[src/rtl/pattern_fetcher_pkg.sv]
// Shared pattern-entry encoding: opcodes, field layout and the fetcher FSM states.
// Imported by the fetcher, the ROM generator and the channel controller.
package pattern_fetcher_pkg;

  localparam int ENTRY_W = 16;
  localparam int PITCH_W = 6;
  localparam int DUR_W   = 8;

  localparam int OP_MSB    = 15;
  localparam int OP_LSB    = 14;
  localparam int PITCH_MSB = 13;
  localparam int PITCH_LSB = 8;
  localparam int DUR_MSB   = 7;
  localparam int DUR_LSB   = 0;

  typedef enum logic [1:0] {
    OP_NOTE = 2'b00,
    OP_REST = 2'b01,
    OP_LOOP = 2'b10,
    OP_END  = 2'b11
  } opcode_e;

  typedef struct packed {
    opcode_e              op;
    logic [PITCH_W-1:0]   pitch;
    logic [DUR_W-1:0]     dur;
  } entry_t;

  typedef enum logic [1:0] {
    ST_IDLE,
    ST_READ,
    ST_WAIT,
    ST_DECODE
  } fetch_state_e;

endpackage

[src/rtl/pattern_fetcher.sv]
// Per-channel pattern fetcher: on each enable strobe reads the next ROM entry,
// follows one LOOP per fetch, and returns pitch/duration/rest with a valid strobe.
module pattern_fetcher
  import pattern_fetcher_pkg::*;
#(
  parameter int ADDR_WIDTH  = 8,
  parameter int ROM_LATENCY = 1
) (
  input  logic                  i_clk,
  input  logic                  i_rst,
  input  logic                  i_restart,
  input  logic                  i_enable,
  output logic                  o_valid,
  output logic [PITCH_W-1:0]    o_pitch,
  output logic [DUR_W-1:0]      o_duration,
  output logic                  o_rest,
  output logic                  o_done,
  output logic                  o_overrun,
  output logic                  o_rom_en,
  output logic [ADDR_WIDTH-1:0] o_rom_addr,
  input  logic [ENTRY_W-1:0]    i_rom_data
);

  localparam int CNT_W = (ROM_LATENCY > 2) ? $clog2(ROM_LATENCY) : 1;
  localparam logic [CNT_W-1:0] WAIT_LOAD =
    CNT_W'((ROM_LATENCY >= 2) ? ROM_LATENCY - 2 : 0);

  fetch_state_e          state_q;
  logic                  jump_q;
  logic [ADDR_WIDTH-1:0] addr_q, addr_d;
  logic [CNT_W-1:0]      wait_cnt_q, wait_cnt_d;

  logic                  valid_q, rest_q, done_q, overrun_q, rom_en_q;
  logic [PITCH_W-1:0]    pitch_q;
  logic [DUR_W-1:0]      dur_q;

  entry_t                entry;
  logic [ADDR_WIDTH-1:0] loop_target;
  logic                  accept, stray_enable, decode_now;
  logic                  is_data, take_loop, is_end;

  assign entry       = i_rom_data;
  assign loop_target = i_rom_data[ADDR_WIDTH-1:0];

  // Restart suppresses every event in its cycle, including a coincident enable.
  // NOTE: combinational blocks assign every output up front so no path can infer a latch.
  always_comb begin
    accept       = 1'b0;
    stray_enable = 1'b0;
    decode_now   = 1'b0;
    if (!i_restart) begin
      accept       = i_enable && (state_q == ST_IDLE);
      stray_enable = i_enable && (state_q != ST_IDLE);
      decode_now   = (state_q == ST_DECODE);
    end
    is_data   = decode_now && ((entry.op == OP_NOTE) || (entry.op == OP_REST));
    take_loop = decode_now && (entry.op == OP_LOOP) && !jump_q;
    is_end    = decode_now && ((entry.op == OP_END) || ((entry.op == OP_LOOP) && jump_q));
  end

  // NOTE: sequential state uses non-blocking assignments so all registers update from pre-edge values.
  always_ff @(posedge i_clk) begin
    if (i_rst) begin
      state_q <= ST_IDLE;
      jump_q  <= 1'b0;
    end else if (i_restart) begin
      state_q <= ST_IDLE;
      jump_q  <= 1'b0;
    end else begin
      case (state_q)
        ST_IDLE: begin
          jump_q <= 1'b0;
          if (i_enable) state_q <= ST_READ;
        end
        ST_READ: begin
          if (ROM_LATENCY == 1) state_q <= ST_DECODE;
          else                  state_q <= ST_WAIT;
        end
        ST_WAIT: begin
          if (wait_cnt_q == '0) state_q <= ST_DECODE;
        end
        ST_DECODE: begin
          // A second LOOP within one fetch is decoded as END, so only one jump is taken.
          if (take_loop) begin
            state_q <= ST_READ;
            jump_q  <= 1'b1;
          end else begin
            state_q <= ST_IDLE;
          end
        end
        default: state_q <= ST_IDLE;
      endcase
    end
  end

  always_comb begin
    addr_d = addr_q;
    if (i_restart)      addr_d = '0;
    else if (is_data)   addr_d = addr_q + ADDR_WIDTH'(1);
    else if (take_loop) addr_d = loop_target;

    wait_cnt_d = wait_cnt_q;
    if (state_q == ST_READ)                          wait_cnt_d = WAIT_LOAD;
    else if (state_q == ST_WAIT && wait_cnt_q != '0) wait_cnt_d = wait_cnt_q - CNT_W'(1);
  end

  always_ff @(posedge i_clk) begin
    if (i_rst) begin
      addr_q     <= '0;
      wait_cnt_q <= '0;
    end else begin
      addr_q     <= addr_d;
      wait_cnt_q <= wait_cnt_d;
    end
  end

  always_ff @(posedge i_clk) begin
    if (i_rst) begin
      valid_q   <= 1'b0;
      pitch_q   <= '0;
      dur_q     <= '0;
      rest_q    <= 1'b0;
      done_q    <= 1'b0;
      overrun_q <= 1'b0;
      rom_en_q  <= 1'b0;
    end else begin
      valid_q  <= is_data || is_end;
      rom_en_q <= accept || take_loop;
      if (is_data) begin
        pitch_q <= (entry.op == OP_NOTE) ? entry.pitch : '0;
        dur_q   <= entry.dur;
        rest_q  <= (entry.op == OP_REST);
      end else if (is_end) begin
        pitch_q <= '0;
        dur_q   <= '0;
        rest_q  <= 1'b1;
      end
      if (i_restart) begin
        done_q    <= 1'b0;
        overrun_q <= 1'b0;
      end else begin
        if (is_end)       done_q    <= 1'b1;
        if (stray_enable) overrun_q <= 1'b1;
      end
    end
  end

  assign o_valid    = valid_q;
  assign o_pitch    = pitch_q;
  assign o_duration = dur_q;
  assign o_rest     = rest_q;
  assign o_done     = done_q;
  assign o_overrun  = overrun_q;
  assign o_rom_en   = rom_en_q;
  assign o_rom_addr = addr_q;

endmodule

[config.mk]
export PLATFORM = sky130hd
export DESIGN_NAME = pattern_fetcher
export DESIGN_NICKNAME = d
export VERILOG_FILES = /design/src/rtl/pattern_fetcher_pkg.sv /design/src/rtl/pattern_fetcher.sv
export SDC_FILE = /design/constraint.sdc
export NUM_CORES = 1
export LEC_CHECK = 0
export ABC_AREA = 1
export CAP_MARGIN = 20
export CORE_ASPECT_RATIO = 1.2
export CORE_MARGIN = 8
export CORE_UTILIZATION = 44
export CTS_CLUSTER_DIAMETER = 40
export CTS_CLUSTER_SIZE = 16
export DETAILED_ROUTE_END_ITERATION = 10
export HOLD_SLACK_MARGIN = 0.12
export PLACE_DENSITY = 0.78
export SETUP_SLACK_MARGIN = 0.2
export SKIP_LAST_GASP = 1
export SYNTH_ARGS = -nofsm -noshare
export SYNTH_HDL_FRONTEND = slang
export SYNTH_SLANG_ARGS = --single-unit
[constraint.sdc]
create_clock -name i_clk -period 1.8 [get_ports i_clk]
set_input_delay 0.54 -clock i_clk [delete_from_list [all_inputs] [get_ports i_clk]]
set_output_delay 0.54 -clock i_clk [all_outputs]
set_load 0.005 [all_outputs]
# After elaboration in Yosys (flattened, before gate mapping)
# Index checks and enable logic that the tools add are counted.
dict set report totals {
  out_inout_bits 27
  wordCells 63
  reg_bits 31
  in_bits 20
}
dict set report op_classes {
  addsub 2
  n_eq_ne 9
  n_reduce_logical 23
  muxes 18
}
# op n
set ops {}
lappend ops {{8-bit two-way mux} 4}
lappend ops {{6-bit two-way mux} 3}
lappend ops {{8-bit by 1-bit adder with 8-bit output, second input constant} 1}
lappend ops {{2-bit == test, second input constant} 4}
lappend ops {{1-bit logical AND} 8}
lappend ops {{2-bit case mux with 4 select lines} 1}
lappend ops {{2-bit nonzero test} 4}
lappend ops {{1-bit two-way mux} 7}
lappend ops {{2-bit != test, second input constant} 3}
lappend ops {{2-bit by 1-bit == test with 1-bit output, second input constant} 2}
lappend ops {{2-bit zero test} 2}
lappend ops {{1-bit logical OR} 4}
lappend ops {{2-bit two-way mux} 2}
lappend ops {{2-bit AND reduction} 2}
lappend ops {{2-bit OR reduction} 2}
lappend ops {{1-bit case mux with 2 select lines} 1}
lappend ops {{1-bit zero test} 1}
lappend ops {{1-bit subtractor, second input constant} 1}

# Depth between registers and ports, before layout
dict set report logic_depth {
  word_depth 6
  depth_mapped 9
}

# Worst setup path before layout
# No wires, ideal clock.
dict set report synth_timing {
  path_kind {input -> register}
  start {input port i_rst}
  end {register state_q[1]}
  path_stages 4
  n_path_buf 1
  path_slack_ns 0.426
  t_arrival_ns 1.288
  setup_ns 0.086
  required_ns 1.714
  path_cell_list {clkbuf_1 nor2_1 inv_2 a211oi_1}
}
dict set report synth_via {
  elab_chain_len 1
}
# item line_no
set synth_lines {}
lappend synth_lines {{from (decl)} pattern_fetcher.sv:10} ;# input logic i_rst,
lappend synth_lines {{2-bit OR reduction (no source line)} -}
lappend synth_lines {{to (signal assigned)} pattern_fetcher.sv:64} ;# state_q <= ST_IDLE;
lappend synth_lines {{to (signal assigned)} pattern_fetcher.sv:67} ;# state_q <= ST_IDLE;
lappend synth_lines {{to (signal assigned)} pattern_fetcher.sv:73} ;# if (i_enable) state_q <= ST_READ;
lappend synth_lines {{to (decl)} pattern_fetcher.sv:28} ;# fetch_state_e state_q;
# Every way passes these cells.
# A chain may end at the register's enable or synchronous reset.

# Final worst setup path
dict set report layout_timing {
  start {input port i_rom_data[15]}
  end {register dur_q[3] (netlist: o_duration[3])}
}
dict set report layout_via {
  elab_chain_len 5
}
# item line_no
set layout_lines {}
lappend layout_lines {{from (decl)} pattern_fetcher.sv:21} ;# input logic [ENTRY_W-1:0] i_rom_data
lappend layout_lines {{2-bit == test} pattern_fetcher.sv:58} ;# is_end = decode_now && ((entry.op == OP_END) || ((entry.op == OP_LOOP) && jump_q));
lappend layout_lines {{1-bit logical AND} pattern_fetcher.sv:58}
lappend layout_lines {{1-bit logical OR} pattern_fetcher.sv:58}
lappend layout_lines {{1-bit logical AND} pattern_fetcher.sv:58}
lappend layout_lines {{2-bit nonzero test (no source line)} -}
lappend layout_lines {{to (signal assigned)} pattern_fetcher.sv:131} ;# dur_q <= entry.dur;
lappend layout_lines {{to (decl)} pattern_fetcher.sv:35} ;# logic [DUR_W-1:0] dur_q;
# Parallel ways exist; a longest one is shown, timed or not.

==> results <==
[placed cells by master, fill, tap and decap left out, types with 2 or more instances in the layout]
master	Yosys	final
nand2_1	60	59
dlygate4sd2_1	0	26
a21oi_1	20	19
dfxtp_1	31	19
clkdlybuf4s50_1	0	18
buf_4	1	17
nor2_1	16	15
inv_1	14	14
dfxtp_2	0	10
nand3_1	10	9
o21ai_1	7	7
clkbuf_4	0	5
inv_2	5	4
nor3_1	4	4
ha_1	5	4
nor2_4	3	3
a31oi_1	3	3
a211oi_1	2	2
o21ai_0	2	2
dlymetal6s2s_1	0	2
dfxtp_4	0	2
[worst min-delay path by stage]
stage / start / slack (ps) / to / depth (start not counted)
6_report: wait_cnt_q / 450 / wait_cnt_q / 2
5_1_grt: wait_cnt_q / 470 / wait_cnt_q / 2
4_1_cts: wait_cnt_q / 450 / wait_cnt_q / 2
3_5_place_dp: wait_cnt_q / 440 / wait_cnt_q / 2
3_3_place_gp: wait_cnt_q / 430 / wait_cnt_q / 2
2_1_floorplan: wait_cnt_q / 420 / wait_cnt_q / 2
[final cells by class]
class                      count  area, um^2  area share
clock inverter                 1        5.00     0.00240
tap                           36        45.0      0.0216
multi-input combinational    134         671       0.322
clock buffer                   6        51.3      0.0246
inverter                      19        73.8      0.0354
timing repair buffer          66         597       0.286
sequential                    31         641       0.308
[worst min-delay path, delay by kind of cell, from the launching register on]
kind / cells / cell delay (ps)
DFF: 1 / 310
and+or+nand+nor: 2 / 100
[metal layers]
layer | track usage | share of wire | up-vias
li1 | - | - | 741
met4 | 0.0578 | 0.011 | 0
met5 | 0 | 0 | -
met1 | 0.153 | 0.41 | 642
met2 | 0.243 | 0.49 | 37
met3 | 0.0901 | 0.095 | 4
[metrics by stage]
step / utilization / cell area, um^2
after floorplan: - / 1360
after global placement: 0.642 / 1930
after detailed placement: 0.642 / 1930
after CTS: 0.674 / 2020
after global routing: 0.694 / 2080
final: 0.694 / 2080
[state kept, by name, summed over array words and instances, names as in the netlist]
name / cells
o_rom_en: 1
wait_cnt_q: 1
o_done: 1
o_valid: 1
jump_q: 1
state_q: 2
o_pitch: 6
o_rom_addr: 8
o_overrun: 1
o_rest: 1
o_duration: 8
[power by group through the flow]
stage	sequential, W	combinational, W	clock (W)
floorplan	0.000711	0.0000390	0
global placement	0.000711	0.000108	0
detailed placement	0.000711	0.000108	0
CTS	0.000692	0.000107	0.000420
global route	0.000693	0.000122	0.000455
finish	0.000692	0.000111	0.000411
[what timing repair did]
action | 4_1_cts | 5_1_grt
endpoints found under the setup margin | 27 | 18
cloned | 0 | 1
hold buffers | 0 | 0
pin swaps | 0 | 2
buffers inserted | 7 | 3
resized for setup | 40 | 10
[logic make-up (layout without fill, tap and decap cells)]
family | after synthesis | count (layout) | synth area share
flops | 31 | 31 | 0.456
simple gates | 94 | 94 | 0.293
compound gates | 35 | 35 | 0.137
buf+inv | 23 | 92 | 0.0672
fa+ha+maj | 5 | 5 | 0.0460
==> summary.md <==
| Metric | Value |
|---|---|
| Fin crit share | `0.855` |
| CP Capture Type | `flop` |
| Port Buf Inserts | `46` |
| Worst path slowest cell | `clkdlybuf4s50_1` |
| Crit path max fanout | `15` |
| CTS buffer count | `5` |
| Final worst slack | `~260 ps` |
| R2R setup slack | `300 ps` |
| Clock Path Buffers | `2` |
| CP Cell Sequence | `clkdlybuf4s50_1 > inv_2 > nor3_4 > nor2_4 > buf_12 > nand2_1 > a21oi_1` |
| DR iter-0 viols | `29` |
| Layout cell share with drive strength beyond 1 | `0.206` |
| Antenna diodes | `0` |
| Worst path buffer plus inverter count | `3` |
| Vias/cell | `4.86` |
| RSZ-0062 raised after global routing | `no` |
| Hold Path Class | `reg -> reg` |
| Chip Width | `66.8 um` |
| Largest delay contributor family on the critical path | `buffers and inverters` |
| FP Rows | `22` |
| Psw | `between 0.0002 and 0.0003 W` |
| DP Wirelength | `2.75 mm` |
| Layout Nets | `282` |
| Synth cell types | `19` |
| Crit path from | `i_rom_data[15]` |
| Area Growth Syn to Fin | `53.2%` |
| Syn nets | `between 200 and 250` |
| Pleak | `~1 nW` |
| Vias in the first global route | `1437` |
| Setup Skew | `10.8 ps` |
| Placed cell count | `approximately 280` |
| Fmax | `650 MHz` |
| Global-route wire length before repair | `6.18 mm` |
| Max stage delay on crit path | `just under 600 ps` |
| Largest cells by area after synthesis | `dfxtp_1 46%, nand2_1 17%, a21oi_1 7.4%, ha_1 4.6%, nor2_1 4.4%` |
| Area leader, netlist | `dfxtp_1` |
| Drt wl/cell | `12.7 um` |
| VDD IR max | `0.000524 V` |
| Routability cong. | `0.852` |
| Crit start category | `input pin` |
| Reg power frac | `0.570` |
| Gate power share | `0.091` |
| Initial Util | `0.453` |
| Post-Syn Area per Cell | `roughly 7.2 um^2` |
| Fin cells | `293` |
| Synth cell count leaders | `60 x nand2_1, 31 x dfxtp_1, 20 x a21oi_1` |
| Number of synthesized flops with an enable pin | `0` |
| DRC errors left | `0` |
| Max-slew violation count | `0` |
| Ys async rst share | `0` |
| Grt total ovfl | `0` |
| Largest net degree at the start of global routing | `19` |
| Hold Fails Final Rpt | `0` |
| Post-Route WL | `3.71 mm` |
| Worst r2r dst | `o_rom_addr[3]` |
| Final Critical Period | `1540 ps` |
| DRT antenna net count | `0` |
| Sw Ratio | `0.237` |
| Clock share of power | `0.339` |
| Core box area | `about 0.0030 mm^2` |
| Crit. path cell count | `7` |
| Primary FF master, synth | `dfxtp_1` |
| Max_cap viols | `0` |
| CTS tree | `done` |
| Clock-pin slew on the worst setup and hold paths | `90 ps` |
| Via count | `1424` |
| Most frequent cell after synthesis | `nand2_1` |
| # H-tree levels | `2` |
| Ys Warns | `0` |
| CP endpoint | `o_duration[3]` |
| Setup CP Type | `in -> reg` |
| Worst R2R Path Depth | `8` |
| # fillers | `around 240` |
| Crit path required time | `slightly above 2000 ps` |
| Top cell type's share of synthesized area | `0.456` |
| CP arrival | `roughly 1800 ps` |
| Hold slack | `448 ps` |
| Root Buffer | `clkbuf_4` |
| Pre-Repair DR Iteration Count | `6` |
| Synthesized flop and latch total | `31` |
| Status | `complete, no violations` |
| Setup WS pre-CTS | `-118 ps` |
| Setup Viol. Count Final | `0` |
| Initial antenna violation count | `0` |
| Power density cells | `about 580 mW/mm^2` |
| Die Y | `76.9 um` |
| Slew headroom | `0.827` |
| TNS Setup | `0 ps` |
| Reg-to-Reg Start | `state_q[0]` |
| Tot Pwr | `about 0.0012 W` |
| Mapped cell area | `0.00136 mm^2` |
| Ports | `47` |
| # clock sinks | `31` |
| Total GRT Usage | `0.151` |
| Sequential-to-total area share from yosys stat | `0.456` |
| Post-Synthesis Cells | `between 150 and 200` |
| Least-Margin Pin Slew | `259 ps` |
| Cell internal pwr | `0.000927 W` |
| Die ar. | `0.00513 mm^2` |
| Latest clock arrival within the worst-skew pair | `330 ps` |
Power figures use the tool's default switching activity.
